<file path="config.mk">
export PLATFORM = sky130hd
export DESIGN_NAME = ms_dbg_host_u
export DESIGN_NICKNAME = d
export VERILOG_FILES = /design/src/rtl/ms_dbg_host_u.sv
export SDC_FILE = /design/constraint.sdc
export NUM_CORES = 1
export LEC_CHECK = 0
export ABC_AREA = 1
export ABC_CLOCK_PERIOD_IN_PS = 3400
export CAP_MARGIN = 20
export CORE_MARGIN = 4
export CORE_UTILIZATION = 50
export CTS_CLUSTER_DIAMETER = 80
export DETAILED_ROUTE_END_ITERATION = 12
export PLACE_DENSITY = 0.69
export SLEW_MARGIN = 10
export SYNTH_ARGS = -nofsm -noshare
export SYNTH_HDL_FRONTEND = slang
export SYNTH_SLANG_ARGS = --single-unit
</file>
<file path="constraint.sdc">
create_clock -name AClkH -period 3.4 [get_ports AClkH]
set_clock_uncertainty 0.15 [all_clocks]
set_input_delay 0.68 -clock AClkH [delete_from_list [all_inputs] [get_ports AClkH]]
set_output_delay 0.68 -clock AClkH [all_outputs]
set_load 0.02 [all_outputs]
</file>
<file path="src/rtl/ms_dbg_host_u.sv">
// Debug-link UART initiator: sends one header+payload frame per command and
// collects read bytes or the write acknowledge from the target bridge.
module ms_dbg_host_u #(
  parameter logic [15:0] CBaudDiv = 16'd7,
  parameter logic [23:0] CTimeout = 24'hFFFFFF,
  parameter logic [7:0]  CAckByte = 8'h5A
) (
  input  logic        AClkH,
  input  logic        AResetHN,
  input  logic        AClkHEn,
  input  logic        ACmdReq,
  output logic        ACmdAck,
  input  logic        ACmdWr,
  input  logic [11:0] ACmdAddr,
  input  logic [15:0] ACmdLen,
  input  logic [7:0]  AWrData,
  input  logic        AWrValid,
  output logic        AWrReady,
  output logic [7:0]  ARdData,
  output logic        ARdValid,
  output logic        ABusy,
  output logic        ADone,
  output logic        AErr,
  output logic        ADbgTx,
  input  logic        ADbgRx
);

  localparam logic [15:0] RX_HALF = (CBaudDiv + 16'd1) >> 1;

  typedef enum logic [2:0] {S_IDLE, S_HDR, S_WR, S_RD, S_WAIT, S_DONE, S_ERR} state_t;

  state_t      state, state_nx;
  logic        wr_q;
  logic [11:0] addr_q;
  logic [15:0] rem;
  logic [2:0]  hdr_idx;
  logic [9:0]  tx_sh;
  logic [3:0]  tx_bits;
  logic [15:0] tx_cnt;
  logic        rx_s1, rx_s2, rx_prev, rx_active;
  logic [3:0]  rx_idx;
  logic [15:0] rx_cnt;
  logic [7:0]  rx_sh;
  logic [7:0]  rd_data;
  logic [23:0] tmo;

  logic       tx_free, rx_got, in_wait;
  logic       tx_load, acc, wr_take, rd_take;
  logic [7:0] tx_byte, hdr_byte;

  // The shifter is free during the last cycle of a stop bit so frames stay back-to-back.
  assign tx_free = (tx_bits == 4'd0) || (tx_bits == 4'd1 && tx_cnt == 16'd0);
  assign rx_got  = rx_active && rx_idx == 4'd9 && rx_cnt == 16'd0 && rx_s2;
  assign in_wait = (state == S_RD) || (state == S_WAIT);

  always_comb begin
    hdr_byte = 8'h00;
    case (hdr_idx)
      3'd0:    hdr_byte = {wr_q, 3'b000, addr_q[11:8]};
      3'd1:    hdr_byte = addr_q[7:0];
      3'd2:    hdr_byte = rem[15:8];
      default: hdr_byte = rem[7:0];
    endcase
  end

  always_comb begin
    state_nx = state;
    tx_load  = 1'b0;
    tx_byte  = 8'h00;
    acc      = 1'b0;
    wr_take  = 1'b0;
    rd_take  = 1'b0;
    if (AClkHEn) begin
      case (state)
        S_IDLE: if (ACmdReq) begin
          acc      = 1'b1;
          state_nx = S_HDR;
        end
        S_HDR: begin
          if (hdr_idx != 3'd4) begin
            if (tx_free) begin
              tx_load = 1'b1;
              tx_byte = hdr_byte;
              if (hdr_idx == 3'd3 && wr_q && rem != 16'd0) state_nx = S_WR;
            end
          end else if (tx_bits == 4'd0) begin
            if (wr_q)                state_nx = S_WAIT;
            else if (rem != 16'd0)   state_nx = S_RD;
            else                     state_nx = S_DONE;
          end
        end
        S_WR: begin
          if (rem != 16'd0) begin
            if (tx_free && AWrValid) begin
              tx_load = 1'b1;
              tx_byte = AWrData;
              wr_take = 1'b1;
            end
          end else if (tx_bits == 4'd0) begin
            state_nx = S_WAIT;
          end
        end
        S_RD: begin
          if (rx_got) begin
            rd_take = 1'b1;
            if (rem == 16'd1) state_nx = S_DONE;
          end else if (tmo == 24'd1) begin
            state_nx = S_ERR;
          end
        end
        S_WAIT: begin
          if (rx_got)              state_nx = (rx_sh == CAckByte) ? S_DONE : S_ERR;
          else if (tmo == 24'd1)   state_nx = S_ERR;
        end
        default: state_nx = S_IDLE;
      endcase
    end
  end

  always_ff @(posedge AClkH or negedge AResetHN) begin
    if (!AResetHN) begin
      state     <= S_IDLE;
      wr_q      <= 1'b0;
      addr_q    <= 12'h000;
      rem       <= 16'd0;
      hdr_idx   <= 3'd0;
      tx_sh     <= 10'h3FF;
      tx_bits   <= 4'd0;
      tx_cnt    <= 16'd0;
      rx_s1     <= 1'b1;
      rx_s2     <= 1'b1;
      rx_prev   <= 1'b1;
      rx_active <= 1'b0;
      rx_idx    <= 4'd0;
      rx_cnt    <= 16'd0;
      rx_sh     <= 8'h00;
      rd_data   <= 8'h00;
      tmo       <= 24'd0;
    end else if (AClkHEn) begin
      state <= state_nx;
      if (acc) begin
        wr_q    <= ACmdWr;
        addr_q  <= ACmdAddr;
        rem     <= ACmdLen;
        hdr_idx <= 3'd0;
      end
      if (state == S_HDR && tx_load) hdr_idx <= hdr_idx + 3'd1;
      if (wr_take || rd_take) rem <= rem - 16'd1;
      if (rd_take) rd_data <= rx_sh;

      if (tx_load) begin
        tx_sh   <= {1'b1, tx_byte, 1'b0};
        tx_bits <= 4'd10;
        tx_cnt  <= CBaudDiv;
      end else if (tx_bits != 4'd0) begin
        if (tx_cnt == 16'd0) begin
          tx_sh   <= {1'b1, tx_sh[9:1]};
          tx_bits <= tx_bits - 4'd1;
          tx_cnt  <= CBaudDiv;
        end else begin
          tx_cnt <= tx_cnt - 16'd1;
        end
      end

      rx_s1   <= ADbgRx;
      rx_s2   <= rx_s1;
      rx_prev <= rx_s2;
      if (!rx_active) begin
        if (rx_prev && !rx_s2) begin
          rx_active <= 1'b1;
          rx_idx    <= 4'd0;
          rx_cnt    <= RX_HALF;
        end
      end else if (rx_cnt != 16'd0) begin
        rx_cnt <= rx_cnt - 16'd1;
      end else begin
        rx_cnt <= CBaudDiv;
        rx_idx <= rx_idx + 4'd1;
        // idx 0 re-checks the start bit; idx 9 is the stop bit (bad stop just drops the byte)
        if (rx_idx == 4'd0) begin
          if (rx_s2) rx_active <= 1'b0;
        end else if (rx_idx == 4'd9) begin
          rx_active <= 1'b0;
        end else begin
          rx_sh <= {rx_s2, rx_sh[7:1]};
        end
      end

      if (!in_wait || rx_got)  tmo <= CTimeout - 24'd1;
      else if (tmo != 24'd0)   tmo <= tmo - 24'd1;
    end
  end

  assign ACmdAck  = acc;
  assign AWrReady = wr_take;
  assign ARdValid = rd_take;
  assign ARdData  = rd_take ? rx_sh : rd_data;
  assign ABusy    = (state != S_IDLE);
  assign ADone    = AClkHEn && (state == S_DONE);
  assign AErr     = AClkHEn && (state == S_ERR);
  assign ADbgTx   = tx_sh[0];

endmodule

</file>
==> results.cfg, run 1 <==
[status]
status = finished, final reports clean

[worst_setup_path]
crit_type = in2out
cp.arrival_ns = 2.46
end_kind = output pin
reg2regPathDepth = 13
startpoint_type = input pin
worstPathRequired_ns = 2.57
crit_fanout = 6

[grt]
grt_pass1_vias = 6551
grt_pass1_wl_um = 31100
antenna_found_initial = 0
grtUsageTotal_pct = 21.3
grt_overflow_total = 0
grt_max_degree = 51

[sta]
slew_headroom_pct = 63.0
min_period_ns = 3.29
post-route-period-util_pct = 96.6
setup_viol = 0
rsz0062_at_grt = false
finalHoldViolCount = 0
slew_viol_final = 0
setup_tns_ns = 0
max_freq_mhz = 304
worst_slew_pin_slew_ns = 0.554

[final_layout]
post-route-util_pct = 60.6
nFillCells = 1396
drive_above_1_share_pct = 10.6
final_nets = 1192
area_growth_pct = 18.2
stdcell_area_sq_mm = 0.00924
antennaDiodeCount = 0

[synth]
synth.cell_area_sq_mm = 0.00782
yosysWarnings = 0
netlist_instances = 1064
async_flop_share_pct = 100
synth_edf_count = 0
synth_top_cell_area_share_pct = 37.1
ys_ff_latch = 128
yosysTopAreaCell = dfrtp_1
synth_commonest_cells = 330 x nand2_1, 138 x nor2_1, 116 x dfrtp_1
ys_seq_area_share_pct = 41.1
synth_flop_cell = dfrtp_1
synth.avg_cell_area_sq_um = 7.35
syn_nets = 1124
yosysUniqueCellTypes = 45
yosysMostFrequentCell = nand2_1
ys_top_cells_by_area = dfrtp_1 37%, nand2_1 16%, nor2_1 6.6%, nand3_1 5.8%, o21ai_0 5.1%

[cts]
cts_hold_buffers = 0
numCtsBuffers = 17
cts_tree = done
clock_sinks = 128
root_buffer = clkbuf_16
htree_levels = 4
clk_latency_ns = 0.42
path_clk_slew_ns = 0.06
cts_buffer_depth = 2

[placed_design]
hpwlAfterDp_um = 13100
port_buffers = 57
gp_congestion = 0.912
placedInstanceArea_sq_mm = 0.00863

[drt]
wire_per_inst_um = 13.3
drcViolationCount = 0
vias = 6885
drt_iter0_drc = 513
routed_wl_um = 18000
ant_nets = 0
viasPerCell = 5.08
drt_pre_antenna_iters = 5

[die]
die-area_sq_mm = 0.0177
die_h_um = 133
initial_core_util_pct = 51.3
die_w_um = 133
ios = 58
floorplan.rows = 45
core_area_sq_mm = 0.0153

[power_and_ir_drop]
p_leak_nw = 4.47
peakVddDrop_v = 0.000399
total_power_mw = 6.89
powerDensity_mw_per_mm2 = 745

[job]
drv_cap = 0

[worst_hold_path]
hold_path.class = in2async
[worst paths after layout]
path                                  startpoint                     end  slack (ns)
max                                      AClkHEn                    AErr        0.11
min                                     AResetHN    rx_sh[1]$_DFFE_PN0P_        0.08
max in group asynchronous               AResetHN   rx_cnt[9]$_DFFE_PN0P_        2.20
min reg2reg                    rx_s1$_DFFE_PN1P_       rx_s1$_DFFE_PN1P_        0.31
max reg2reg                tx_cnt[0]$_DFFE_PN0P_  hdr_idx[1]$_DFFE_PN0P_        0.79
min in group AClkH             rx_s1$_DFFE_PN1P_       rx_s1$_DFFE_PN1P_        0.31
[power breakdown]
group	internal, mW	switching (mW)
clock network	1.22	0.673
logic	0.903	1.48
registers	2.06	0.554
total	4.18	2.70
[placed cells by master (no fill, tap or decap), types with 2 or more instances in the layout]
cell             count
a21oi_1             20
a31oi_1              3
and3_1               2
buf_4               15
bufinv_16            4
clkbuf_1             3
clkbuf_16           17
clkdlybuf4s50_1     46
clkinv_2             6
clkinv_4             2
dfrtp_1            116
dfstp_2             12
dlygate4sd2_1        9
ha_1                17
inv_1               82
inv_2                8
nand2_1            330
nand2_2              5
nand2_4              6
nand2_8              2
nand3_1             91
nand3_2              3
nand3b_1             2
nand4_1              7
nor2_1             137
nor2_2              10
nor2_4               8
nor3_1              13
nor3b_1              2
nor4_1               5
o21ai_0             79
o21ai_1              4
o21ai_2              7
o21bai_1             4
o22ai_1              2
or2_2                7
xnor2_1             13
xor2_1              32
[critical path, stage by stage]
cell             delay, ns
clkdlybuf4s50_1       0.54
inv_1                 0.11
buf_4                 0.17
nor4_1                0.18
buf_4                 0.17
clkdlybuf4s50_1       0.60
[registers in the layout (all words and copies together), names as in the netlist]
register / flops
state: 3
rx_sh: 8
rx_s1: 1
tx_cnt: 16
rx_idx: 4
wr_q: 1
addr_q: 12
rem: 16
tx_bits: 4
tmo: 24
tx_sh: 9
rx_active: 1
rd_data: 8
hdr_idx: 3
rx_s2: 1
rx_cnt: 16
rx_prev: 1
[per-layer routing]
| metal | track usage, % | share of wire (%) | vias up |
|---|---|---|---|
| met5 | 0 | 0 | - |
| met4 | 8.91 | 2.6 | 0 |
| met2 | 34.1 | 48 | 152 |
| met3 | 4.49 | 3.7 | 36 |
| met1 | 28.3 | 46 | 3167 |
| li1 | - | - | 3530 |
[kinds of logic after synthesis]
logic type / count (synthesis) / synth area share [%]
AOI/OAI and AO/OA: 125 / 8.97
buffers and inverters: 116 / 6.46
xor gates and xnor gates: 45 / 5.04
adders and majority gates: 17 / 2.72
and+or+nand+nor: 633 / 35.7
DFF: 128 / 41.1
[cell type report]
cell class | count | area [sq um] | share of cell area (%)
Multi-Input combinational cell | 820 | 4110 | 44.5
Clock inverter | 12 | 166 | 1.80
Inverter | 92 | 350 | 3.79
Timing Repair Buffer | 73 | 696 | 7.53
Tap cell | 211 | 264 | 2.86
Sequential cell | 128 | 3220 | 34.8
Clock buffer | 20 | 437 | 4.72
[what timing repair did]
item,in CTS,in global routing
setup endpoints to repair,9,2
setup buffers,0,0
pin swaps,0,0
gates resized for setup,12,2
[metrics by stage]
stage	hold WS [ns]	setup slack, ns	instances
global placement	0.303	0.0168	1324
finish	0.0836	0.114	1356
global route	0.117	0.00750	1356
detailed placement	0.307	-0.0304	1324
floorplan	0.234	0.727	1064
CTS	0.0904	0.00688	1356
(Power assumes the default switching activity.)
==> run 2: changes to the inputs <==
--- a/config.mk
+++ b/config.mk
@@ -12,7 +12,7 @@
 export CORE_UTILIZATION = 50
 export CTS_CLUSTER_DIAMETER = 80
 export DETAILED_ROUTE_END_ITERATION = 12
-export PLACE_DENSITY = 0.69
+export PLACE_DENSITY = 0.77
 export SLEW_MARGIN = 10
 export SYNTH_ARGS = -nofsm -noshare
 export SYNTH_HDL_FRONTEND = slang
==> run 2 against run 1 <==
Effect of this change:
- non-clock buffer count decreased by 3
- die area unchanged
- clock-buffer cell count decreased by 3
- sequential power about the same
- routed wire length decreased by 1.5%
- first-iteration DRC count increased by 7.4%
- critical endpoint unchanged
- largest power group unchanged
- highest routed layer unchanged
==> results.cfg, run 2 (synthesis gave the netlist of run 1 again) <==
[cts]
root_buffer = clkbuf_16
cts_buffer_depth = 2
post_cts_buffers = 0
cts_hold_buffers = 0
numCtsBuffers = 17
cts_tree = done
path_clk_slew_ns = 0.06
clk_latency_ns = 0.43
post_cts_resized = 10
clock_sinks = 128
htree_levels = 4

[grt]
antenna_found_initial = 0
grt_overflow_total = 0
grt_pass1_wl_um = 30200
grt_max_degree = 43
grtUsageTotal_pct = 20.6
grt_pass1_vias = 6496

[placed_design]
gp_congestion = 0.915
hpwlAfterDp_um = 13100
port_buffers = 57
dpl.cell_count = 1321
placedInstanceArea_sq_mm = 0.00861

[die]
floorplan.rows = 45
core_area_sq_mm = 0.0153
die_h_um = 133
die_w_um = 133
die-area_sq_mm = 0.0177
ios = 58
initial_core_util_pct = 51.3

[final_layout]
fin_cells = 1353
largest-register = tmo
area_growth_pct = 17.8
stdcell_area_sq_mm = 0.00922
final_nets = 1189
final_common_cell = nand2_1
drive_above_1_share_pct = 10.6
antennaDiodeCount = 0
layout_common_cells = 330 x nand2_1, 137 x nor2_1, 116 x dfrtp_1
post-route-util_pct = 60.4
largest_register_ffs = 24

[sta]
min_period_ns = 3.34
worst_slew_pin_slew_ns = 0.532
max_freq_mhz = 299
finalHoldViolCount = 0
post-route-period-util_pct = 98.2
setup_tns_ns = 0
slew_headroom_pct = 64.5
slew_viol_final = 0
setup_viol = 0

[drt]
ant_nets = 0
vias = 6913
drt_iter0_drc = 551
drt_pre_antenna_iters = 5
drcViolationCount = 0
wire_per_inst_um = 13.1
routed_wl_um = 17800
viasPerCell = 5.11

[worst_hold_path]
hold_path.class = in2async

[worst_setup_path]
crit_fanout = 6
worstPathCellList = clkdlybuf4s50_1, inv_1, buf_4, nor4_1, buf_4, clkdlybuf4s50_1
startpoint_type = input pin
crit_type = in2out
slowest_stage = clkdlybuf4s50_1
end_kind = output pin
slowest_delay_ns = 0.60
cp.arrival_ns = 2.51
worstPathRequired_ns = 2.57

[job]
drv_cap = 0

[power_and_ir_drop]
total_power_mw = 6.84
powerDensity_mw_per_mm2 = 742
p_leak_nw = 4.46
peakVddDrop_v = 0.000409

[status]
status = finished, final reports clean
[run 2: final cells by class]
class	instances	area (sq um)
Fill cell	1361	6040
Tap cell	211	264
Inverter	92	350
Clock inverter	15	173
Clock buffer	17	425
Timing Repair Buffer	70	677
Sequential cell	128	3220
Multi-Input combinational cell	820	4110
[run 2: through the flow]
step	hold WS [ns]	setup slack (ns)
2_1_floorplan	0.234	0.727
3_3_place_gp	0.303	0.0121
3_5_place_dp	0.313	0.000508
4_1_cts	0.0298	0.00103
5_1_grt	0.0478	-0.000510
6_report	0.0264	0.0611
[run 2: layer usage]
metal | share of wire, % | vias to the layer above | global-route usage (%)
li1 | - | 3528 | -
met1 | 46 | 3158 | 27.1
met2 | 47 | 186 | 32.8
met3 | 4.9 | 41 | 4.87
met4 | 2.7 | 0 | 8.80
met5 | 0 | - | 0
[run 2: path summary, 6_finish.rpt]
check,start,to,slack (ns),depth (start not counted)
worst min-delay path,AResetHN,rx_sh[1]$_DFFE_PN0P_,0.03,1
max in group asynchronous,AResetHN,tx_sh[4]$_DFFE_PN1P_,2.31,2
min in group AClkH,tx_sh[0]$_DFFE_PN1P_,tx_sh[0]$_DFFE_PN1P_,0.32,2
worst min register to register,tx_sh[0]$_DFFE_PN1P_,tx_sh[0]$_DFFE_PN1P_,0.32,2
worst max-delay path,AClkHEn,AErr,0.06,6
worst max register to register,tx_cnt[0]$_DFFE_PN0P_,hdr_idx[0]$_DFFE_PN0P_,0.68,13
[run 2: worst max-delay path, delay by kind of cell]
kind | cells | cell delay, ns
and+or+nand+nor | 1 | 0.20
buffers and inverters | 5 | 1.63
[run 2: power breakdown]
group	total [mW]	internal (mW)	switching, mW
sequential	2.62	2.06	0.556
clock	1.86	1.10	0.755
combinational	2.36	0.896	1.47
total	6.84	4.06	2.78
==> run 3: changes to the inputs <==
--- a/config.mk
+++ b/config.mk
@@ -13,6 +13,7 @@
 export CTS_CLUSTER_DIAMETER = 80
 export DETAILED_ROUTE_END_ITERATION = 12
 export PLACE_DENSITY = 0.77
+export SKIP_CTS_REPAIR_TIMING = 1
 export SLEW_MARGIN = 10
 export SYNTH_ARGS = -nofsm -noshare
 export SYNTH_HDL_FRONTEND = slang
==> run 3 against run 2 <==
Effect of this change:
- sequential cell count did not move
- register-to-register slack is essentially flat
- sequential share of layout area decreased by 0.13 points
- total power is essentially flat
- clock-buffer cell count stayed put
- worst setup slack improved by 0.0056 ns
- combinational power is essentially flat
- first-iteration DRC count shrank 3.8%
==> results.cfg, run 3 (synthesis gave the netlist of run 1 again) <==
[status]
status = finished, final reports clean

[worst_setup_path]
end_kind = output pin
crit_fanout = 6
cp.arrival_ns = 2.50
crit_type = in2out
worstPathRequired_ns = 2.57
startpoint_type = input pin
reg2regPathDepth = 13

[grt]
antenna_found_initial = 0
grt_pass1_vias = 6497
grtUsageTotal_pct = 20.6
grt_max_degree = 43
grt_pass1_wl_um = 30200
grt_overflow_total = 0

[power_and_ir_drop]
powerDensity_mw_per_mm2 = 739
p_leak_nw = 4.57
peakVddDrop_v = 0.000412
total_power_mw = 6.84

[sta]
finalHoldViolCount = 0
worst_slew_pin_slew_ns = 0.533
slew_headroom_pct = 64.4
rsz0062_at_grt = false
slew_viol_final = 0
post-route-period-util_pct = 98.0
min_period_ns = 3.33
layout_setup_ws_ns = 0.0667
setup_tns_ns = 0
setup_viol = 0
max_freq_mhz = 300

[die]
die_h_um = 133
die_w_um = 133
ios = 58
core_area_sq_mm = 0.0153
die-area_sq_mm = 0.0177
floorplan.rows = 45
initial_core_util_pct = 51.3

[cts]
htree_levels = 4
cts_tree = done
clk_latency_ns = 0.43
numCtsBuffers = 17
clock_sinks = 128
root_buffer = clkbuf_16
cts_buffer_depth = 2
path_clk_slew_ns = 0.06

[job]
drv_cap = 0

[drt]
drt_iter0_drc = 530
vias = 6896
viasPerCell = 5.10
drcViolationCount = 0
routed_wl_um = 17800
drt_pre_antenna_iters = 6
wire_per_inst_um = 13.1
ant_nets = 0

[final_layout]
largest-register = tmo
stdcell_area_sq_mm = 0.00925
largest_register_ffs = 24
final_common_cell = nand2_1
area_growth_pct = 18.2
antennaDiodeCount = 0
final_nets = 1189
fin_cells = 1353
drive_above_1_share_pct = 10.6
layout_common_cells = 330 x nand2_1, 137 x nor2_1, 116 x dfrtp_1

[placed_design]
hpwlAfterDp_um = 13100
dpl.cell_count = 1321
gp_congestion = 0.915
port_buffers = 57
placedInstanceArea_sq_mm = 0.00861
pre_cts_ws_ns = 0.000508

[worst_hold_path]
hold_path.class = in2async
run 3: changes by cell type in the layout (fill, tap and decap cells not counted):
cell            before  now
dlymetal6s2s_1       2   10
dlygate4sd2_1        7    0
dlygate4sd1_1        1    0
nor2_2              11   10
nor2_4               7    8
run 3: layout make-up:
class                      count  area (sq um)
fill                        1345          6010
clock buffer                  17           425
multi-input combinational    820          4110
timing repair buffer          70           707
clock inverter                15           173
inverter                      92           350
sequential                   128          3220
tap                          211           264
run 3: worst max-delay path, cell delays in order:
cell and delay [ns]:
clkdlybuf4s50_1 0.56, inv_1 0.13, buf_4 0.17, nor4_1 0.20
buf_4 0.17, clkdlybuf4s50_1 0.59
run 3: final timing paths:
check / end / slack, ns / start
worst max-delay path: AErr / 0.07 / AClkHEn
worst max register to register: hdr_idx[0]$_DFFE_PN0P_ / 0.67 / tx_cnt[0]$_DFFE_PN0P_
worst min-delay path: rx_sh[1]$_DFFE_PN0P_ / 0.03 / AResetHN
min in group AClkH: tx_sh[0]$_DFFE_PN1P_ / 0.32 / tx_sh[0]$_DFFE_PN1P_
max in group asynchronous: tx_sh[4]$_DFFE_PN1P_ / 2.32 / AResetHN
worst min register to register: tx_sh[0]$_DFFE_PN1P_ / 0.32 / tx_sh[0]$_DFFE_PN1P_
run 3: metal layers:
metal	global-route usage, %	up-vias	wire [um]
met5	0	-	0
met4	9.09	0	550
met3	4.87	47	812
met2	32.7	165	8290
met1	27.1	3150	8110
li1	-	3534	-
run 3: where the power goes:
group / total (mW) / internal, mW / switching (mW)
combinational: 2.36 / 0.896 / 1.47
clock: 1.85 / 1.10 / 0.754
sequential: 2.62 / 2.06 / 0.555
run 3: through the flow:
| stage | hold slack [ns] | utilization (%) |
|---|---|---|
| after detailed placement | 0.313 | 56.4 |
| after global routing | 0.0478 | 60.6 |
| after global placement | 0.303 | 56.4 |
| after CTS | 0.0298 | 60.4 |
| after floorplan | 0.234 | - |
| final | 0.0251 | 60.6 |
